## config.mk

```make
export PLATFORM = sky130hd
export DESIGN_NAME = multicycle_control_unit
export DESIGN_NICKNAME = d
export VERILOG_FILES = /design/src/rtl/multicycle_control_unit_pkg.sv /design/src/rtl/multicycle_control_unit_alu_decoder.sv /design/src/rtl/multicycle_control_unit.sv
export SDC_FILE = /design/constraint.sdc
export NUM_CORES = 1
export LEC_CHECK = 0
export CAP_MARGIN = 20
export CORE_MARGIN = 1
export CORE_UTILIZATION = 39
export CTS_CLUSTER_SIZE = 30
export DETAILED_ROUTE_END_ITERATION = 8
export PLACE_DENSITY = 0.8
export SLEW_MARGIN = 20
export SYNTH_ARGS = -nofsm -noshare
export SYNTH_HDL_FRONTEND = slang
export SYNTH_SLANG_ARGS = --single-unit
```

## constraint.sdc

```tcl
create_clock -name clk -period 1.8 [get_ports clk]
set_clock_uncertainty 0.1 [all_clocks]
set_input_delay 0.27 -clock clk [delete_from_list [all_inputs] [get_ports clk]]
set_output_delay 0.27 -clock clk [all_outputs]
set_load 0.01 [all_outputs]
```

## src/rtl/multicycle_control_unit_pkg.sv

```systemverilog
// Shared types and encodings for the multicycle RV32 control unit:
// FSM states, opcode constants, ALUControl and ImmSrc encodings.
package multicycle_control_unit_pkg;

  typedef enum logic [3:0] {
    S_FETCH, S_DECODE, S_MEMADR, S_MEMREAD, S_MEMWB, S_MEMWRITE, S_EXECR, S_EXECI,
    S_ALUWB, S_BRANCH, S_JAL, S_JALR, S_LUI, S_AUIPC, S_MDUWAIT, S_ILLEGAL
  } state_e;

  localparam logic [6:0] OP_LOAD   = 7'b0000011;
  localparam logic [6:0] OP_STORE  = 7'b0100011;
  localparam logic [6:0] OP_RTYPE  = 7'b0110011;
  localparam logic [6:0] OP_ITYPE  = 7'b0010011;
  localparam logic [6:0] OP_BRANCH = 7'b1100011;
  localparam logic [6:0] OP_JAL    = 7'b1101111;
  localparam logic [6:0] OP_JALR   = 7'b1100111;
  localparam logic [6:0] OP_LUI    = 7'b0110111;
  localparam logic [6:0] OP_AUIPC  = 7'b0010111;

  localparam logic [6:0] F7_MULDIV = 7'b0000001;

  typedef enum logic [3:0] {
    ALU_ADD  = 4'b0000, ALU_SUB  = 4'b0001, ALU_AND = 4'b0010, ALU_OR  = 4'b0011,
    ALU_XOR  = 4'b0100, ALU_SLT  = 4'b0101, ALU_SLTU = 4'b0110, ALU_SLL = 4'b0111,
    ALU_SRL  = 4'b1000, ALU_SRA  = 4'b1001
  } alu_op_e;

  typedef enum logic [2:0] {
    IMM_I = 3'b000, IMM_S = 3'b001, IMM_B = 3'b010, IMM_J = 3'b011, IMM_U = 3'b100
  } imm_e;

  // Immediate format is a pure function of the opcode; R-type and unknown ops fall back to I.
  function automatic imm_e imm_for_op(input logic [6:0] op);
    case (op)
      OP_STORE:          return IMM_S;
      OP_BRANCH:         return IMM_B;
      OP_JAL:            return IMM_J;
      OP_LUI, OP_AUIPC:  return IMM_U;
      default:           return IMM_I;
    endcase
  endfunction

endpackage

```

## src/rtl/multicycle_control_unit_alu_decoder.sv

```systemverilog
// Combinational funct3/funct7/opcode to ALUControl decode for the execute states.
module mc_alu_decoder
  import multicycle_control_unit_pkg::*;
(
  input  logic [6:0] i_op,
  input  logic [2:0] i_funct3,
  input  logic       i_funct7_5,
  output alu_op_e    o_alu_ctrl
);

  logic w_rtype;
  assign w_rtype = (i_op == OP_RTYPE);

  // funct7[5] on an I-type ADDI is an immediate bit, so SUB needs the R-type qualifier.
  always_comb begin
    o_alu_ctrl = ALU_ADD;
    case (i_funct3)
      3'b000:  o_alu_ctrl = (w_rtype && i_funct7_5) ? ALU_SUB : ALU_ADD;
      3'b001:  o_alu_ctrl = ALU_SLL;
      3'b010:  o_alu_ctrl = ALU_SLT;
      3'b011:  o_alu_ctrl = ALU_SLTU;
      3'b100:  o_alu_ctrl = ALU_XOR;
      3'b101:  o_alu_ctrl = i_funct7_5 ? ALU_SRA : ALU_SRL;
      3'b110:  o_alu_ctrl = ALU_OR;
      3'b111:  o_alu_ctrl = ALU_AND;
      default: o_alu_ctrl = ALU_ADD;
    endcase
  end

endmodule

```

## src/rtl/multicycle_control_unit.sv

```systemverilog
// Multicycle RV32I(+M) main control FSM with memory/MDU handshakes.
// ALUSrcA: 00 PC, 01 OldPC, 10 rs1, 11 zero.  ALUSrcB: 00 rs2, 01 imm, 10 const 4.
module multicycle_control_unit
  import multicycle_control_unit_pkg::*;
#(
  parameter int M_EXT  = 1,
  parameter int IMM_W  = 3,
  parameter int ALUC_W = 4
) (
  input  logic              clk,
  input  logic              rst,
  input  logic [6:0]        Op,
  input  logic [2:0]        funct3,
  input  logic [6:0]        funct7,
  input  logic              Taken,
  input  logic              mem_ready,
  input  logic              mdu_done,
  output logic              mem_req,
  output logic              PCWrite,
  output logic              IRWrite,
  output logic              RegWrite,
  output logic              MemWrite,
  output logic              AdrSrc,
  output logic [1:0]        ResultSrc,
  output logic [1:0]        ALUSrcA,
  output logic [1:0]        ALUSrcB,
  output logic [IMM_W-1:0]  ImmSrc,
  output logic [ALUC_W-1:0] ALUControl,
  output logic              mdu_start,
  output logic              illegal
);

  state_e     r_state;
  state_e     w_next;
  logic       r_mdu_busy;
  alu_op_e    w_alu_funct;
  logic [3:0] w_alu_sel;
  logic       w_muldiv;

  mc_alu_decoder u_alu_dec (
    .i_op       (Op),
    .i_funct3   (funct3),
    .i_funct7_5 (funct7[5]),
    .o_alu_ctrl (w_alu_funct)
  );

  assign w_muldiv   = (funct7 == F7_MULDIV);
  assign ImmSrc     = IMM_W'(imm_for_op(Op));
  assign ALUControl = ALUC_W'(w_alu_sel);

  // r_mdu_busy marks MDUWAIT cycles after the first, so mdu_start is a single pulse.
  always_ff @(posedge clk or negedge rst) begin
    if (!rst) begin
      r_state    <= S_FETCH;
      r_mdu_busy <= 1'b0;
    end else begin
      r_state    <= w_next;
      r_mdu_busy <= (r_state == S_MDUWAIT) && !mdu_done;
    end
  end

  always_comb begin
    w_next    = r_state;
    mem_req   = 1'b0;
    PCWrite   = 1'b0;
    IRWrite   = 1'b0;
    RegWrite  = 1'b0;
    MemWrite  = 1'b0;
    AdrSrc    = 1'b0;
    ResultSrc = 2'b00;
    ALUSrcA   = 2'b00;
    ALUSrcB   = 2'b00;
    w_alu_sel = ALU_ADD;
    mdu_start = 1'b0;
    illegal   = 1'b0;
    case (r_state)
      S_FETCH: begin
        mem_req   = 1'b1;
        ALUSrcB   = 2'b10;
        ResultSrc = 2'b10;
        IRWrite   = mem_ready;
        PCWrite   = mem_ready;
        if (mem_ready) w_next = S_DECODE;
      end
      S_DECODE: begin
        ALUSrcA = 2'b01;
        ALUSrcB = 2'b01;
        case (Op)
          OP_LOAD, OP_STORE: w_next = S_MEMADR;
          OP_RTYPE: begin
            if (!w_muldiv)        w_next = S_EXECR;
            else if (M_EXT != 0)  w_next = S_MDUWAIT;
            else                  w_next = S_ILLEGAL;
          end
          OP_ITYPE:  w_next = S_EXECI;
          OP_BRANCH: w_next = S_BRANCH;
          OP_JAL:    w_next = S_JAL;
          OP_JALR:   w_next = S_JALR;
          OP_LUI:    w_next = S_LUI;
          OP_AUIPC:  w_next = S_AUIPC;
          default:   w_next = S_ILLEGAL;
        endcase
      end
      S_MEMADR: begin
        ALUSrcA = 2'b10;
        ALUSrcB = 2'b01;
        w_next  = (Op == OP_STORE) ? S_MEMWRITE : S_MEMREAD;
      end
      S_MEMREAD: begin
        mem_req = 1'b1;
        AdrSrc  = 1'b1;
        if (mem_ready) w_next = S_MEMWB;
      end
      S_MEMWB: begin
        RegWrite  = 1'b1;
        ResultSrc = 2'b01;
        w_next    = S_FETCH;
      end
      S_MEMWRITE: begin
        mem_req  = 1'b1;
        AdrSrc   = 1'b1;
        MemWrite = 1'b1;
        if (mem_ready) w_next = S_FETCH;
      end
      S_EXECR: begin
        ALUSrcA   = 2'b10;
        w_alu_sel = w_alu_funct;
        w_next    = S_ALUWB;
      end
      S_EXECI: begin
        ALUSrcA   = 2'b10;
        ALUSrcB   = 2'b01;
        w_alu_sel = w_alu_funct;
        w_next    = S_ALUWB;
      end
      S_ALUWB: begin
        RegWrite = 1'b1;
        w_next   = S_FETCH;
      end
      S_BRANCH: begin
        ALUSrcA   = 2'b10;
        w_alu_sel = ALU_SUB;
        PCWrite   = Taken;
        w_next    = S_FETCH;
      end
      // PC takes the DECODE-computed target from ALUOut while the ALU forms OldPC+4 for rd.
      S_JAL: begin
        PCWrite = 1'b1;
        ALUSrcA = 2'b01;
        ALUSrcB = 2'b10;
        w_next  = S_ALUWB;
      end
      S_JALR: begin
        PCWrite   = 1'b1;
        ALUSrcA   = 2'b10;
        ALUSrcB   = 2'b01;
        ResultSrc = 2'b10;
        w_next    = S_ALUWB;
      end
      S_LUI: begin
        ALUSrcA = 2'b11;
        ALUSrcB = 2'b01;
        w_next  = S_ALUWB;
      end
      S_AUIPC: begin
        ALUSrcA = 2'b01;
        ALUSrcB = 2'b01;
        w_next  = S_ALUWB;
      end
      S_MDUWAIT: begin
        mdu_start = !r_mdu_busy;
        if (mdu_done) w_next = S_ALUWB;
      end
      S_ILLEGAL: illegal = 1'b1;
    endcase
    // Reset forces quiet outputs immediately, without waiting for a clock edge.
    if (!rst) begin
      mem_req   = 1'b0;
      PCWrite   = 1'b0;
      IRWrite   = 1'b0;
      RegWrite  = 1'b0;
      MemWrite  = 1'b0;
      AdrSrc    = 1'b0;
      ResultSrc = 2'b00;
      ALUSrcA   = 2'b00;
      ALUSrcB   = 2'b00;
      w_alu_sel = ALU_ADD;
      mdu_start = 1'b0;
      illegal   = 1'b0;
    end
  end

endmodule

```

==> impl_results.md, run 1 <==
* Die Area at 2290 sq um
* RSZ-0062 raised after global routing: true
* Total CTS buffers at 3
* WP data arrival at 1.64 ns
* Pleak at 0.000873 uW
* Total global-route track usage at ~34%
* End point of the critical path: ResultSrc[1]
* Mapped Area at 818 sq um
* Crit Path Category: register to output port
* Worst-margin pin slew at 0.403 ns
* CTS HTree Levels at 1
* Max_cap viols at 0
* Worst-path clk slew at around 0.05 ns
* Post-DP Area at 1530 sq um
* Final setup violation count at 17
* Post-detail-place hpwl at 2460 microns
* PnR worst setup slack at -0.212 ns
* Power per Cell Area at 1270 nW/um^2
* Top delay family on crit path: flip-flops
* Main synth FF type: dfrtp_1
* Initial core utilization at 41.7%
* Vias in the first global route at 1265
* Layout area overhead at 128%
* Clk_lat worst skew at 0.25 ns
* First-pass GRT wire length at roughly 5500 microns
* FF+latch count, synth at 5
* Critical Path Source: r_state[0]
* CP Launch Type: register
* Clock Sink Count at 5
* CTS tree: yes
* Worst r2r path cells at 5
* Post-synth EDFFs at 0
* Leading area contributor after synthesis: dfrtp_1
* Fin area at 1860 sq um
* Post-Route WL at between 5000 and 6000 microns
* Warnings, synthesis at 0
* Register Area at 128 sq um
* CP Buf/Inv Count at 2
* Req. time, crit path at 1.43 ns
* Final net count at between 200 and 250
* Critical path's slowest cell: dfrtp_1
* Mapped Nets at 140
* Crit path largest cell delay at 0.43 ns
* Status: finished with violations
* Antenna diodes at 0
* Synth top cells by count: 9 x nand2_1, 9 x nor2_1, 9 x nor3_1
* DRC at 0
* Fraction of layout cells with a size suffix above 1 at 53.1%
* Stages on worst setup path at 4
* First-pass DRT Iterations at 6
* Gpl congestion at 0.872
* Netlist cell types at 44
* # IOs at 43
* Clock root cell: clkbuf_4
* Top cells by area, synth: dfrtp_1 15%, nor3_1 5.5%, nand2b_1 5.4%
* Hold Buf Count CTS at 0
* Initial drt markers at 84
* Routed Antenna Nets at 0
* Final worst path period need at 2.01 ns
* Core area at 1960 sq um
* FF-to-FF Start: r_state[0]
* Multi-input logic area at 810 sq um
* Yosys top cell area share at around 15%
* Total grt overflow at 0
* Worst setup EP type: output port
* DP Worst Slack at -0.654 ns
* Reg-to-Reg End: r_state[0]
* Worst R2R Setup Slack at -0.19 ns
* Worst VDD drop at 0.000934 V
* Failing checks: setup timing
* Die Height at 47.8 microns
* Vias per cell at about 6.4
* Routed len/inst at 22.3 microns
* CP Max Fanout at 6
* Die W at 47.8 microns
* Fillers at 57
* Max Freq at 497 MHz
* Worst Hold Class: primary input to async pin
* Async S/R FF share, synth at 100%
* Final slew viol count at 0
* Cell row count at 16
* Number of port buffers at 42
* Final hold violation count at 0
* Util after Layout at between 90% and 100%
* Initial antenna violation count at 0
* Mean post-synth cell area at 6.93 sq um
* Slew Limit Headroom at approximately 73%
* Vias at about 1500
* Clock Tree Buf Depth at 2
* Register area share after synthesis at between 15 and 20%
* Fin crit share at 112%
* Crit path cell chain: buf_6 -> or3_1 -> a21oi_1 -> buf_2
* Mapped Cells at 118
* Largest net degree at the start of global routing at 10
tightest hold or removal path, delay by kind of cell:
kind     cells  cell delay [ns]
buf+inv      3             0.56
layout make-up:
cell class	count	share of cell area, %
clock buffer	4	1.41
inverter	2	0.403
multi-input combinational	102	43.5
sequential	5	6.85
tap	27	1.81
timing repair buffer	100	46.1
layout by cell type, fill, tap and decap left out, drive strengths merged, types with 2 or more instances in the layout:
cell type      Yosys  routed
and2               2       2
nand3b             3       3
dlygate4sd2        0       9
nand2b             7       7
a21boi             2       2
nand2              9       9
clkbuf             2       8
or3                4       4
o32ai              2       2
o21a               2       2
o21ai              3       3
xor2               5       5
a32oi              2       2
inv                2       2
nor3               9       9
buf                7      73
and3               3       3
a221o              2       2
nor4               2       2
clkdlybuf4s50      0      12
dfrtp              5       5
nand3              5       5
nor2b              4       4
a21oi              8       8
nor2               9       9
report_power, final:
part	total, uW	switching, uW	internal [uW]
registers	233	75.2	158
logic	1990	979	1010
clock network	142	57.5	84.6
total	2370	1110	1250
worst min path at each step:
stage               startpoint         end  cells past startpoint
finish                     rst  r_mdu_busy                      3
global placement           rst  r_state[3]                      2
CTS                        rst  r_mdu_busy                      3
global route               rst  r_mdu_busy                      3
floorplan                  rst  r_mdu_busy                      0
detailed placement         rst  r_state[3]                      2
repair_timing:
| action | in CTS | in global routing |
|---|---|---|
| pin swaps | 16 | 14 |
| gates cloned | 0 | 0 |
| gates resized for setup | 105 | 42 |
| setup endpoints to repair | 23 | 20 |
| buffers inserted | 14 | 4 |
sequential cells by signal, indices dropped and copies added (netlist names):
name,cells
r_state,4
r_mdu_busy,1
logic make-up after synthesis:
kind of cell / synth area share (%)
xor gates and xnor gates: 6.42
buffers and inverters: 5.81
and+or+nand+nor: 47.2
AOI/OAI and AO/OA: 25.2
DFF: 15.3
through the flow:
step / std cells / setup TNS [ns] / hold WS [ns] / total power (uW)
CTS: 236 / -0.274 / 0.113 / 1900
global placement: 218 / -7.48 / 0.527 / 1460
detailed placement: 218 / -8.16 / 0.546 / 1510
finish: 240 / -1.44 / 0.158 / 2370
floorplan: 118 / 0 / -0.126 / 865
global route: 240 / -2.40 / 0.138 / 2460
per-layer routing:
layer	part of all wire, %	vias up	GRT usage, %
met5	0	-	0
met4	6.6	0	13.9
met3	10	51	4.91
met2	48	145	66.8
met1	35	708	36.3
li1	-	631	-
Note: power is estimated with default switching activity, not from simulation.
==> run 2, diff against run 1 <==
Settings changed: CTS_CLUSTER_SIZE 30 to 10.
==> results of run 2 <==
The final DEF is identical to that of run 1; final timing and power are the same.
==> run 3, diff against run 2 <==
Settings changed: PLACE_DENSITY 0.8 to 0.85.
==> run 3 against run 2 <==
  * The run now fails in global routing
  * Synthesized cell count did not move
  * Area after synthesis stayed put
==> impl_results.md, run 3 <==
* Total CTS buffers at 3
* Crit. endpoint post-GRT repair: ResultSrc[1]
* Worst ep type: output port
* Synth top cells by count: 9 x nand2_1, 9 x nor2_1, 9 x nor3_1
* Mean post-synth cell area at 6.93 sq um
* Mapped Area at 818 sq um
* Cell row count at 16
* Die Height at 47.8 microns
* Post-detail-place hpwl at 2540 microns
* Gpl congestion at around 0.85
* Yosys top cell area share at 15.3%
* Mapped Nets at 140
* Warnings, synthesis at 0
* CTS HTree Levels at 1
* Die W at between 40 and 50 microns
* Clock root cell: clkbuf_4
* Initial core utilization at a little over two fifths
* FF+latch count, synth at 5
* Number of port buffers at 42
* Register area share after synthesis at ~15%
* Clock Tree Buf Depth at 2
* Main synth FF type: dfrtp_1
* # IOs at between 40 and 50
* Largest net degree at the start of global routing at 9
* Status: did not finish
* Post-synth EDFFs at 0
* DP Worst Slack at -0.752 ns
* Stage reached: global routing
* Mapped Cells at 118
* Leading area contributor after synthesis: dfrtp_1
* Tool error: [ERROR GRT-0232] Routing congestion too high. Check the congestion heatmap in the GUI.
* Total global-route track usage at 65.2%
* Async S/R FF share, synth at 100%
* Netlist cell types at 44
* Top cells by area, synth: dfrtp_1 15%, nor3_1 5.5%, nand2b_1 5.4%
* Total grt overflow at 27
* Clock Sink Count at 5
-- run 3: cell counts after synthesis --
Identical to the previous run, type by type.
-- run 3: kinds of logic after synthesis --
family,Yosys count,synth area share (%)
DFF,5,15.3
xor gates and xnor gates,6,6.42
AOI/OAI and AO/OA,29,25.2
and+or+nand+nor,67,47.2
buffers and inverters,11,5.81
-- run 3: per-layer routing --
| metal | GRT usage [%] | GRT overflow |
|---|---|---|
| met5 | 0 | 0 |
| met4 | 81.7 | 9 |
| met2 | 92.2 | 18 |
| met1 | 58.6 | 0 |
| met3 | 37.0 | 0 |
-- run 3: what timing repair did --
action	in CTS
endpoints found under the setup margin	24
gates resized for setup	121
pin swaps	16
setup buffers	14
hold buffers	0
hold endpoints to repair	0
-- run 3: stage by stage --
| stage | hold slack (ns) | instances | setup TNS, ns | util (%) | area, sq um |
|---|---|---|---|---|---|
| global placement | 0.495 | 220 | -7.72 | 78.9 | 1550 |
| detailed placement | 0.532 | 220 | -9.08 | 78.9 | 1550 |
| floorplan | -0.126 | 118 | 0 | - | 818 |
| CTS | 0.118 | 238 | -0.380 | 88.9 | 1740 |
==> run 4, diff against run 3 <==
Settings changed: CORE_AREA from default to 2 2 63 65, CORE_MARGIN 1 to default, CORE_UTILIZATION 39 to default, CTS_CLUSTER_SIZE 10 to default, DIE_AREA from default to 0 0 65 67, PLACE_DENSITY 0.85 to default, PLACE_DENSITY_LB_ADDON from default to 0.15.
==> run 4 against run 3 <==
  * The flow now finishes, with violations (setup timing)
==> impl_results.md, run 4 (same netlist as run 1, synthesis figures left out) <==
* CTS tree: yes
* Critical Path Source: r_state[2]
* Final net count at between 200 and 250
* Crit path cell chain: buf_6 -> nand3b_1 -> buf_4 -> o21bai_1 -> buf_2
* Critical path's slowest cell: dfrtp_2
* Hold WS at between 0.03 and 0.04 ns
* Fillers at 385
* Cell row count at 22
* CP Max Fanout at 7
* Final Non-Filler Cells at 255
* Placed Instances at 243
* Largest registers: r_state: 4 flops, r_mdu_busy: 1 flops
* Post-Route WL at approximately 3200 microns
* Reg with most FFs: r_state
* Gpl congestion at 0.754
* Final hold violation count at 0
* End point of the critical path: PCWrite
* Design Power at about 1900 uW
* FF-to-FF Start: r_state[1]
* Die W at 65 microns
* Final setup violation count at 2
* Total CTS buffers at 3
* Worst R2R Setup Slack at 0 ns
* Hold Buf Count CTS at 0
* Fin crit share at 101%
* Crit Path Category: register to output port
* Routed len/inst at 12.4 microns
* Commonest non-fill, non-tap cell in the layout: buf_4
* DRC at 0
* Total global-route track usage at around 15%
* Worst VDD drop at 0.000410 V
* Clock Sink Count at 5
* WP data arrival at 1.44 ns
* Failing checks: setup timing
* Die Height at 67 microns
* Most frequent cells in the layout: 40 x buf_4, 12 x dlygate4sd2_1, 12 x buf_6, 11 x buf_2, 10 x clkdlybuf4s50_1
* Worst Hold Class: primary input to async pin
* Req. time, crit path at 1.43 ns
* CP Launch Type: register
* Total grt overflow at 0
* Number of port buffers at 42
* Routed Antenna Nets at 0
* Post-detail-place hpwl at 2410 microns
* Layout area overhead at 114%
* Fraction of layout cells with a size suffix above 1 at 47.8%
* Vias per cell at 4.73
* First-pass DRT Iterations at 4
* Worst-path clk slew at 0.04 ns
* Antenna diodes at 0
* Slew Limit Headroom at 82.9%
* Worst setup EP type: output port
* Final slew viol count at 0
* Reg-to-Reg End: r_state[0]
* Clock Tree Buf Depth at 2
* Core area at 3610 sq um
* DP Worst Slack at -0.631 ns
* Max reg flops at 4
* Initial drt markers at 35
* Vias in the first global route at 1211
* RSZ-0062 raised after global routing: true
* Final worst path period need at 1.81 ns
* Worst r2r path cells at 4
* Die Area at ~4400 sq um
* Setup TNS at -0.0117 ns
* Power per Cell Area at 1110 nW/um^2
* Pleak at 0.000822 uW
* Status: finished with violations
* First-pass GRT wire length at 5310 microns
* Max Freq at 552 MHz
* Clock root cell: clkbuf_8
* Max_cap viols at 0
* Clk_lat worst skew at 0.22 ns
* # IOs at 43
* Initial core utilization at 22.7%
* Worst-margin pin slew at 0.256 ns
* PnR worst setup slack at -0.0115 ns
* Crit path largest cell delay at 0.46 ns
* Vias at 1205
* Initial antenna violation count at 0
* CTS HTree Levels at 1
* Largest net degree at the start of global routing at 15
[run 4: through the flow]
step	cell area [sq um]	util, %
floorplan	818	-
CTS	1710	47.5
global route	1750	48.5
detailed placement	1590	44.1
global placement	1590	44.1
finish	1750	48.5
[run 4: where the power goes]
part,internal [uW],switching (uW)
logic,814,681
registers,160,68.4
clock network,152,58.5
[run 4: how the worst min path moves through the flow]
stage | endpoint | slack (ns)
2_1_floorplan | r_mdu_busy | -0.13
3_3_place_gp | r_mdu_busy | 0.53
3_5_place_dp | r_state[0] | 0.54
4_1_cts | r_state[0] | 0.05
5_1_grt | r_state[0] | 0.06
6_report | r_state[0] | 0.04
[run 4: timing repair]
action / in CTS / in global routing
endpoints found under the setup margin: 23 / 20
pin swaps: 14 / 12
hold endpoints to repair: 0 / 0
buffers inserted: 9 / 1
gates resized for setup: 94 / 29
[run 4: critical path, delay by kind of cell (launching register included)]
family,cells,cell delay (ns)
DFF,1,0.46
and+or+nand+nor,1,0.20
AOI/OAI and AO/OA,1,0.10
buffers and inverters,3,0.45
[run 4: routing by layer]
metal | GRT usage (%) | wire length, microns | vias up
met5 | 0 | 0 | -
met4 | 3.99 | 21 | 0
met3 | 0.507 | 99 | 2
met2 | 30.7 | 1730 | 22
met1 | 17.0 | 1320 | 565
li1 | - | - | 616
[run 4: layout make-up]
type | instances | area, sq um | area share, %
clock buffers | 4 | 45.0 | 2.57
well taps | 48 | 60.1 | 3.43
inverters | 2 | 7.51 | 0.429
repair buffers | 94 | 749 | 42.8
multi-input cells | 102 | 759 | 43.4
flip-flops and latches | 5 | 129 | 7.36
